<file path="src/rtl/mc_pkg.sv">
// Shared definitions for the multicycle MIPS control path and its datapath.
// Build option: MULTICYCLE_ADDI_EN adds the ADDIEX/ADDIWB states and makes opcode 001000 legal.
package mc_pkg;

    typedef enum logic [3:0] {
        ST_FETCH  = 4'd0,
        ST_DECODE = 4'd1,
        ST_MEMADR = 4'd2,
        ST_MEMRD  = 4'd3,
        ST_MEMWB  = 4'd4,
        ST_MEMWR  = 4'd5,
        ST_REXEC  = 4'd6,
        ST_RWB    = 4'd7,
        ST_BRANCH = 4'd8,
        ST_JUMP   = 4'd9,
`ifdef MULTICYCLE_ADDI_EN
        ST_ADDIEX = 4'd10,
        ST_ADDIWB = 4'd11,
`endif
        ST_ERROR  = 4'd15
    } state_t;

    localparam logic [5:0] OP_RTYPE = 6'b000000;
    localparam logic [5:0] OP_LW    = 6'b100011;
    localparam logic [5:0] OP_SW    = 6'b101011;
    localparam logic [5:0] OP_BEQ   = 6'b000100;
    localparam logic [5:0] OP_J     = 6'b000010;
    localparam logic [5:0] OP_ADDI  = 6'b001000;

    localparam logic [1:0] ALUOP_ADD   = 2'b00;
    localparam logic [1:0] ALUOP_SUB   = 2'b01;
    localparam logic [1:0] ALUOP_FUNCT = 2'b10;

    localparam logic [2:0] SRCB_REG      = 3'b000;
    localparam logic [2:0] SRCB_FOUR     = 3'b001;
    localparam logic [2:0] SRCB_SEXT     = 3'b010;
    localparam logic [2:0] SRCB_SEXT_SH2 = 3'b011;

    localparam logic [1:0] PCSRC_ALU    = 2'b00;
    localparam logic [1:0] PCSRC_ALUOUT = 2'b01;
    localparam logic [1:0] PCSRC_JUMP   = 2'b10;

    typedef struct packed {
        logic       pc_write_cond;
        logic       pc_write;
        logic       ior_d;
        logic       mem_read;
        logic       mem_write;
        logic       mem_to_reg;
        logic       ir_write;
        logic       alu_src_a;
        logic       reg_write;
        logic       reg_dst;
        logic [1:0] pc_source;
        logic [2:0] alu_src_b;
        logic [1:0] alu_op;
    } ctrl_t;

    // True for every opcode the decoder dispatches to a real instruction sequence.
    function automatic logic op_is_legal(input logic [5:0] op);
        logic legal;
        legal = (op == OP_RTYPE) || (op == OP_LW) || (op == OP_SW) ||
                (op == OP_BEQ) || (op == OP_J);
`ifdef MULTICYCLE_ADDI_EN
        legal = legal || (op == OP_ADDI);
`endif
        return legal;
    endfunction

endpackage

</file>
<file path="src/rtl/mc_output_decode.sv">
// Combinational Moore decode: control word as a pure function of the current state.
// Build option: MULTICYCLE_ADDI_EN enables decode of the ADDIEX/ADDIWB states.
module mc_output_decode
    import mc_pkg::*;
(
    input  state_t state,
    output ctrl_t  ctrl
);

    always_comb begin
        ctrl = '0;
        case (state)
            ST_FETCH: begin
                ctrl.mem_read  = 1'b1;
                ctrl.ir_write  = 1'b1;
                ctrl.pc_write  = 1'b1;
                ctrl.alu_src_b = SRCB_FOUR;
                ctrl.alu_op    = ALUOP_ADD;
                ctrl.pc_source = PCSRC_ALU;
            end
            ST_DECODE: begin
                ctrl.alu_src_b = SRCB_SEXT_SH2;
                ctrl.alu_op    = ALUOP_ADD;
            end
            ST_MEMADR: begin
                ctrl.alu_src_a = 1'b1;
                ctrl.alu_src_b = SRCB_SEXT;
                ctrl.alu_op    = ALUOP_ADD;
            end
            ST_MEMRD: begin
                ctrl.mem_read = 1'b1;
                ctrl.ior_d    = 1'b1;
            end
            ST_MEMWB: begin
                ctrl.reg_write  = 1'b1;
                ctrl.mem_to_reg = 1'b1;
            end
            ST_MEMWR: begin
                ctrl.mem_write = 1'b1;
                ctrl.ior_d     = 1'b1;
            end
            ST_REXEC: begin
                ctrl.alu_src_a = 1'b1;
                ctrl.alu_src_b = SRCB_REG;
                ctrl.alu_op    = ALUOP_FUNCT;
            end
            ST_RWB: begin
                ctrl.reg_write = 1'b1;
                ctrl.reg_dst   = 1'b1;
            end
            ST_BRANCH: begin
                ctrl.alu_src_a     = 1'b1;
                ctrl.alu_src_b     = SRCB_REG;
                ctrl.alu_op        = ALUOP_SUB;
                ctrl.pc_write_cond = 1'b1;
                ctrl.pc_source     = PCSRC_ALUOUT;
            end
            ST_JUMP: begin
                ctrl.pc_write  = 1'b1;
                ctrl.pc_source = PCSRC_JUMP;
            end
`ifdef MULTICYCLE_ADDI_EN
            ST_ADDIEX: begin
                ctrl.alu_src_a = 1'b1;
                ctrl.alu_src_b = SRCB_SEXT;
                ctrl.alu_op    = ALUOP_ADD;
            end
            ST_ADDIWB: begin
                ctrl.reg_write = 1'b1;
            end
`endif
            default: ctrl = '0;  // ERROR and unused codes drive nothing
        endcase
    end

endmodule

</file>
<file path="src/rtl/multicycle_control.sv">
// Multicycle MIPS control FSM: state register, opcode latch, sticky illegal flag.
// Build option: MULTICYCLE_ADDI_EN adds ADDI support (opcode 001000); otherwise it is illegal.
module multicycle_control
    import mc_pkg::*;
#(
    parameter int ILLEGAL_HALT = 1
) (
    input  logic       clk,
    input  logic       reset,
    input  logic [5:0] opCode,
    output logic       PCWriteCond,
    output logic       PCWrite,
    output logic       IorD,
    output logic       MemRead,
    output logic       MemWrite,
    output logic       MemtoReg,
    output logic       IRWrite,
    output logic       ALUSrcA,
    output logic       RegWrite,
    output logic       RegDst,
    output logic [1:0] PCSource,
    output logic [2:0] ALUSrcB,
    output logic [1:0] ALUOp,
    output logic [3:0] state,
    output logic       illegal
);

    state_t     state_q;
    logic [5:0] opcode_q;
    logic       illegal_q;
    ctrl_t      dec_ctrl;
    ctrl_t      ctrl;

    always_ff @(posedge clk) begin
        if (reset) begin
            state_q   <= ST_FETCH;
            opcode_q  <= '0;
            illegal_q <= 1'b0;
        end else begin
            case (state_q)
                ST_FETCH: state_q <= ST_DECODE;
                ST_DECODE: begin
                    // The live opcode is only trusted here; later states use opcode_q.
                    opcode_q <= opCode;
                    case (opCode)
                        OP_RTYPE:     state_q <= ST_REXEC;
                        OP_LW, OP_SW: state_q <= ST_MEMADR;
                        OP_BEQ:       state_q <= ST_BRANCH;
                        OP_J:         state_q <= ST_JUMP;
`ifdef MULTICYCLE_ADDI_EN
                        OP_ADDI:      state_q <= ST_ADDIEX;
`endif
                        default: begin
                            illegal_q <= 1'b1;
                            state_q   <= (ILLEGAL_HALT != 0) ? ST_ERROR : ST_FETCH;
                        end
                    endcase
                end
                ST_MEMADR: state_q <= (opcode_q == OP_LW) ? ST_MEMRD : ST_MEMWR;
                ST_MEMRD:  state_q <= ST_MEMWB;
                ST_MEMWB:  state_q <= ST_FETCH;
                ST_MEMWR:  state_q <= ST_FETCH;
                ST_REXEC:  state_q <= ST_RWB;
                ST_RWB:    state_q <= ST_FETCH;
                ST_BRANCH: state_q <= ST_FETCH;
                ST_JUMP:   state_q <= ST_FETCH;
`ifdef MULTICYCLE_ADDI_EN
                ST_ADDIEX: state_q <= ST_ADDIWB;
                ST_ADDIWB: state_q <= ST_FETCH;
`endif
                ST_ERROR:  state_q <= ST_ERROR;
                default:   state_q <= ST_FETCH;
            endcase
        end
    end

    mc_output_decode u_decode (
        .state (state_q),
        .ctrl  (dec_ctrl)
    );

    // Reset must suppress the FETCH decode so nothing is written while it is held.
    assign ctrl = reset ? '0 : dec_ctrl;

    assign PCWriteCond = ctrl.pc_write_cond;
    assign PCWrite     = ctrl.pc_write;
    assign IorD        = ctrl.ior_d;
    assign MemRead     = ctrl.mem_read;
    assign MemWrite    = ctrl.mem_write;
    assign MemtoReg    = ctrl.mem_to_reg;
    assign IRWrite     = ctrl.ir_write;
    assign ALUSrcA     = ctrl.alu_src_a;
    assign RegWrite    = ctrl.reg_write;
    assign RegDst      = ctrl.reg_dst;
    assign PCSource    = ctrl.pc_source;
    assign ALUSrcB     = ctrl.alu_src_b;
    assign ALUOp       = ctrl.alu_op;
    assign state       = state_q;
    assign illegal     = illegal_q;

endmodule

</file>
<file path="config.mk">
export PLATFORM = sky130hd
export DESIGN_NAME = multicycle_control
export DESIGN_NICKNAME = d
export VERILOG_FILES = /design/src/rtl/mc_pkg.sv /design/src/rtl/mc_output_decode.sv /design/src/rtl/multicycle_control.sv
export SDC_FILE = /design/constraint.sdc
export NUM_CORES = 1
export LEC_CHECK = 0
export ABC_AREA = 1
export BUFFER_PORTS_ARGS = -buffer_cell sky130_fd_sc_hd__buf_2
export CORE_ASPECT_RATIO = 1.4
export CORE_MARGIN = 10
export CORE_UTILIZATION = 30
export CTS_CLUSTER_DIAMETER = 120
export DETAILED_ROUTE_END_ITERATION = 10
export GPL_TIMING_DRIVEN = 0
export HOLD_SLACK_MARGIN = 0.03
export SETUP_SLACK_MARGIN = 0.3
export SLEW_MARGIN = 20
export SYNTH_ARGS = -nofsm -noshare
export SYNTH_HDL_FRONTEND = slang
export SYNTH_SLANG_ARGS = --single-unit
</file>
<file path="constraint.sdc">
create_clock -name clk -period 2.5 [get_ports clk]
set_input_delay 0.375 -clock clk [delete_from_list [all_inputs] [get_ports clk]]
set_output_delay 0.375 -clock clk [all_outputs]
set_load 0.02 [all_outputs]
</file>
==> flow_summary.ini <==
[worst_setup_path]
crit_family = flip-flops
crit_arrival_ns = 1.51
path_max_fanout = 5
crit_required_ns = 2.12
critical_path_buf_inv_count = 2
criticalPathCategory = register to output port
worstSetupEndpointType = output port
cp-start-kind = register
slowest_delay_ns = 0.44
crit_slowest_cell = dfxtp_1
crit_chain = nand2_2 -> nor2_4 -> inv_1 -> a21oi_1 -> buf_2

[routing]
totalWireLength_mm = 2.004
ant_nets = 0
drt_iter0_markers = 21
first_pass_iters = 4
wl_per_cell_um = 11.65
drcViolationCount = 0
vias = 819
vias_per_cell = 4.762

[sta]
setup_tns_ns = 0
slew_violations = 0
clock-skew-final_ns = 0.001919
worst_slack_ns = 0.6113
rsz0062_at_grt = no
fmax_mhz = 529.5
hold_violations = 0
period_minus_slack_ns = 1.889
setup-violations-final = 0
post-route-period-util_pct = 75.55

[global_routing]
grt_pass1_vias = 749
grtUsageTotal_pct = 7.813
grt-ovfl-total = 0
antenna_found_initial = 0
grt_max_degree = 11
grt_pass1_wl_mm = 3.049

[min_path]
hold_path_class = input pin to register

[synthesis]
synth_nets = 126
syn_avg_cell_area_um2 = 6.055
yosysSeqAreaShare_pct = 30.82
syn-cell-area_um2 = 714.4
syn-instance-count = 118
synth_seq_cells = 11
yosysWarningCount = 0
synth_cell_type_count = 21

[placed_design]
place_ws_ns = 0.8441
portBuffers = 28
post-dp-hpwl_mm = 1.696
gp_congestion = 0.8350

[cells_and_area]
final_common_cell = nor2_1
nNetsFinal = 159
drive_above_1_share_pct = 29.33
final_cell_mix = nor2_1, buf_2, inv_1
num_antenna_cells = 0
fillCellCount = 262
synthToLayoutAreaGrowth_pct = 27.15

[pwr]
switching_share_pct = 50.36
clockPowerShare_pct = 11.7
p_int_w = 0.0005196
p_leak_nw = 0.4982
seq_power_share_pct = 29.8
p_comb_share_pct = 58.5
cellPowerDensity_nw_per_um2 = 1152
ir_worst_vdd_mv = 0.4183
switchingPower_w = 0.0005271

[run_status]
status = finished clean

[floorplan]
core_um2 = 2227
io_pins = 30
die_h_um = 77.74
start_util_pct = 32.08
row_count = 20
die_w_um = 61.25
die_area_um2 = 4761

[clock_network]
clkSinkCount = 11
cts_root_buffer = clkbuf_4
cts-resized-gates = 0
hold_buffers = 0
cts_setup_buffers = 0
cts_buffers = 3
clkLatencyLatePin_ns = 0.27
cts_max_level = 1
cts_buffer_depth = 2
path_clk_slew_ns = 0.07
cts_tree = yes

[job]
cap_violations = 0
==> area by class of cell <==
cell class | instances | area [µm²] | area share (%)
clock buffers | 4 | 26.28 | 2.893
repair buffers | 28 | 140.1 | 15.43
multi-input cells | 87 | 407.9 | 44.90
well taps | 22 | 27.53 | 3.030
plain buffers | 3 | 22.52 | 2.479
flip-flops and latches | 11 | 220.2 | 24.24
inverters | 17 | 63.81 | 7.025
==> final timing paths <==
kind / start / endpoint / slack [ns] / cells past startpoint
worst min-delay path: reset / state[1] / 0.30 / 2
worst min register to register: illegal / illegal / 0.47 / 2
worst max register to register: state[0] / opcode_q[2] / 1.31 / 5
worst max-delay path: state[0] / ALUSrcB[1] / 0.61 / 5
==> cells in the mapped netlist (all sizes together) <==
| cell | instances | share of area [%] |
|---|---|---|
| a21oi | 11 | 8.2 |
| buf | 2 | 2.6 |
| clkbuf | 1 | 0.52 |
| conb | 1 | 0.52 |
| dfxtp | 11 | 31 |
| inv | 17 | 8.9 |
| nand2 | 16 | 9.1 |
| nand3 | 11 | 9.1 |
| nand4 | 1 | 0.88 |
| nor2 | 39 | 23 |
| o21ai | 7 | 5.4 |
| o22ai | 1 | 0.88 |
==> cell families after synthesis <==
kind of cell / count (synthesis) / synth area share, %
simple gates: 67 / 42.03
other cells: 1 / 0.5249
compound gates: 19 / 14.54
buf+inv: 20 / 12.08
flops: 11 / 30.82
==> registers in the layout, indices dropped and copies added, names as in the netlist <==
| signal | flops |
|---|---|
| illegal | 1 |
| state | 4 |
| opcode_q | 6 |
==> power groups by stage <==
stage	Sequential (W)	Clock (W)	Combinational [W]
4_1_cts	0.000313	0.000126	0.000619
6_report	0.000312	0.000122	0.000612
3_5_place_dp	0.000317	0	0.000616
5_1_grt	0.000322	0.000135	0.000682
2_1_floorplan	0.000343	0	0.000418
3_3_place_gp	0.000315	0	0.000612
==> through the flow <==
stage	cell area (µm²)	utilization, %	power (W)	instances	hold WS (ns)
global route	908.4	40.79	0.001139	172	0.2923
CTS	908.4	40.79	0.001058	172	0.2957
finish	908.4	40.79	0.001047	172	0.3034
floorplan	714.4	-	0.0007614	118	0.4374
global placement	882.1	39.61	0.0009267	168	0.4560
detailed placement	882.1	39.61	0.0009329	168	0.4598
==> worst reg2reg max path, cell delays in order (launching register included) <==
cell     delay [ns]
dfxtp_1        0.44
nand2_2        0.13
nor2_4         0.19
buf_6          0.16
o21ai_0        0.08
a21oi_1        0.12
==> layer usage <==
| metal | wire, µm | vias up | GRT usage, % |
|---|---|---|---|
| li1 | - | 429 | - |
| met1 | 809 | 357 | 8.341 |
| met2 | 909 | 29 | 13.42 |
| met3 | 265 | 4 | 3.257 |
| met4 | 20 | 0 | 2.064 |
| met5 | 0 | - | 0 |
(Power assumes the default switching activity.)
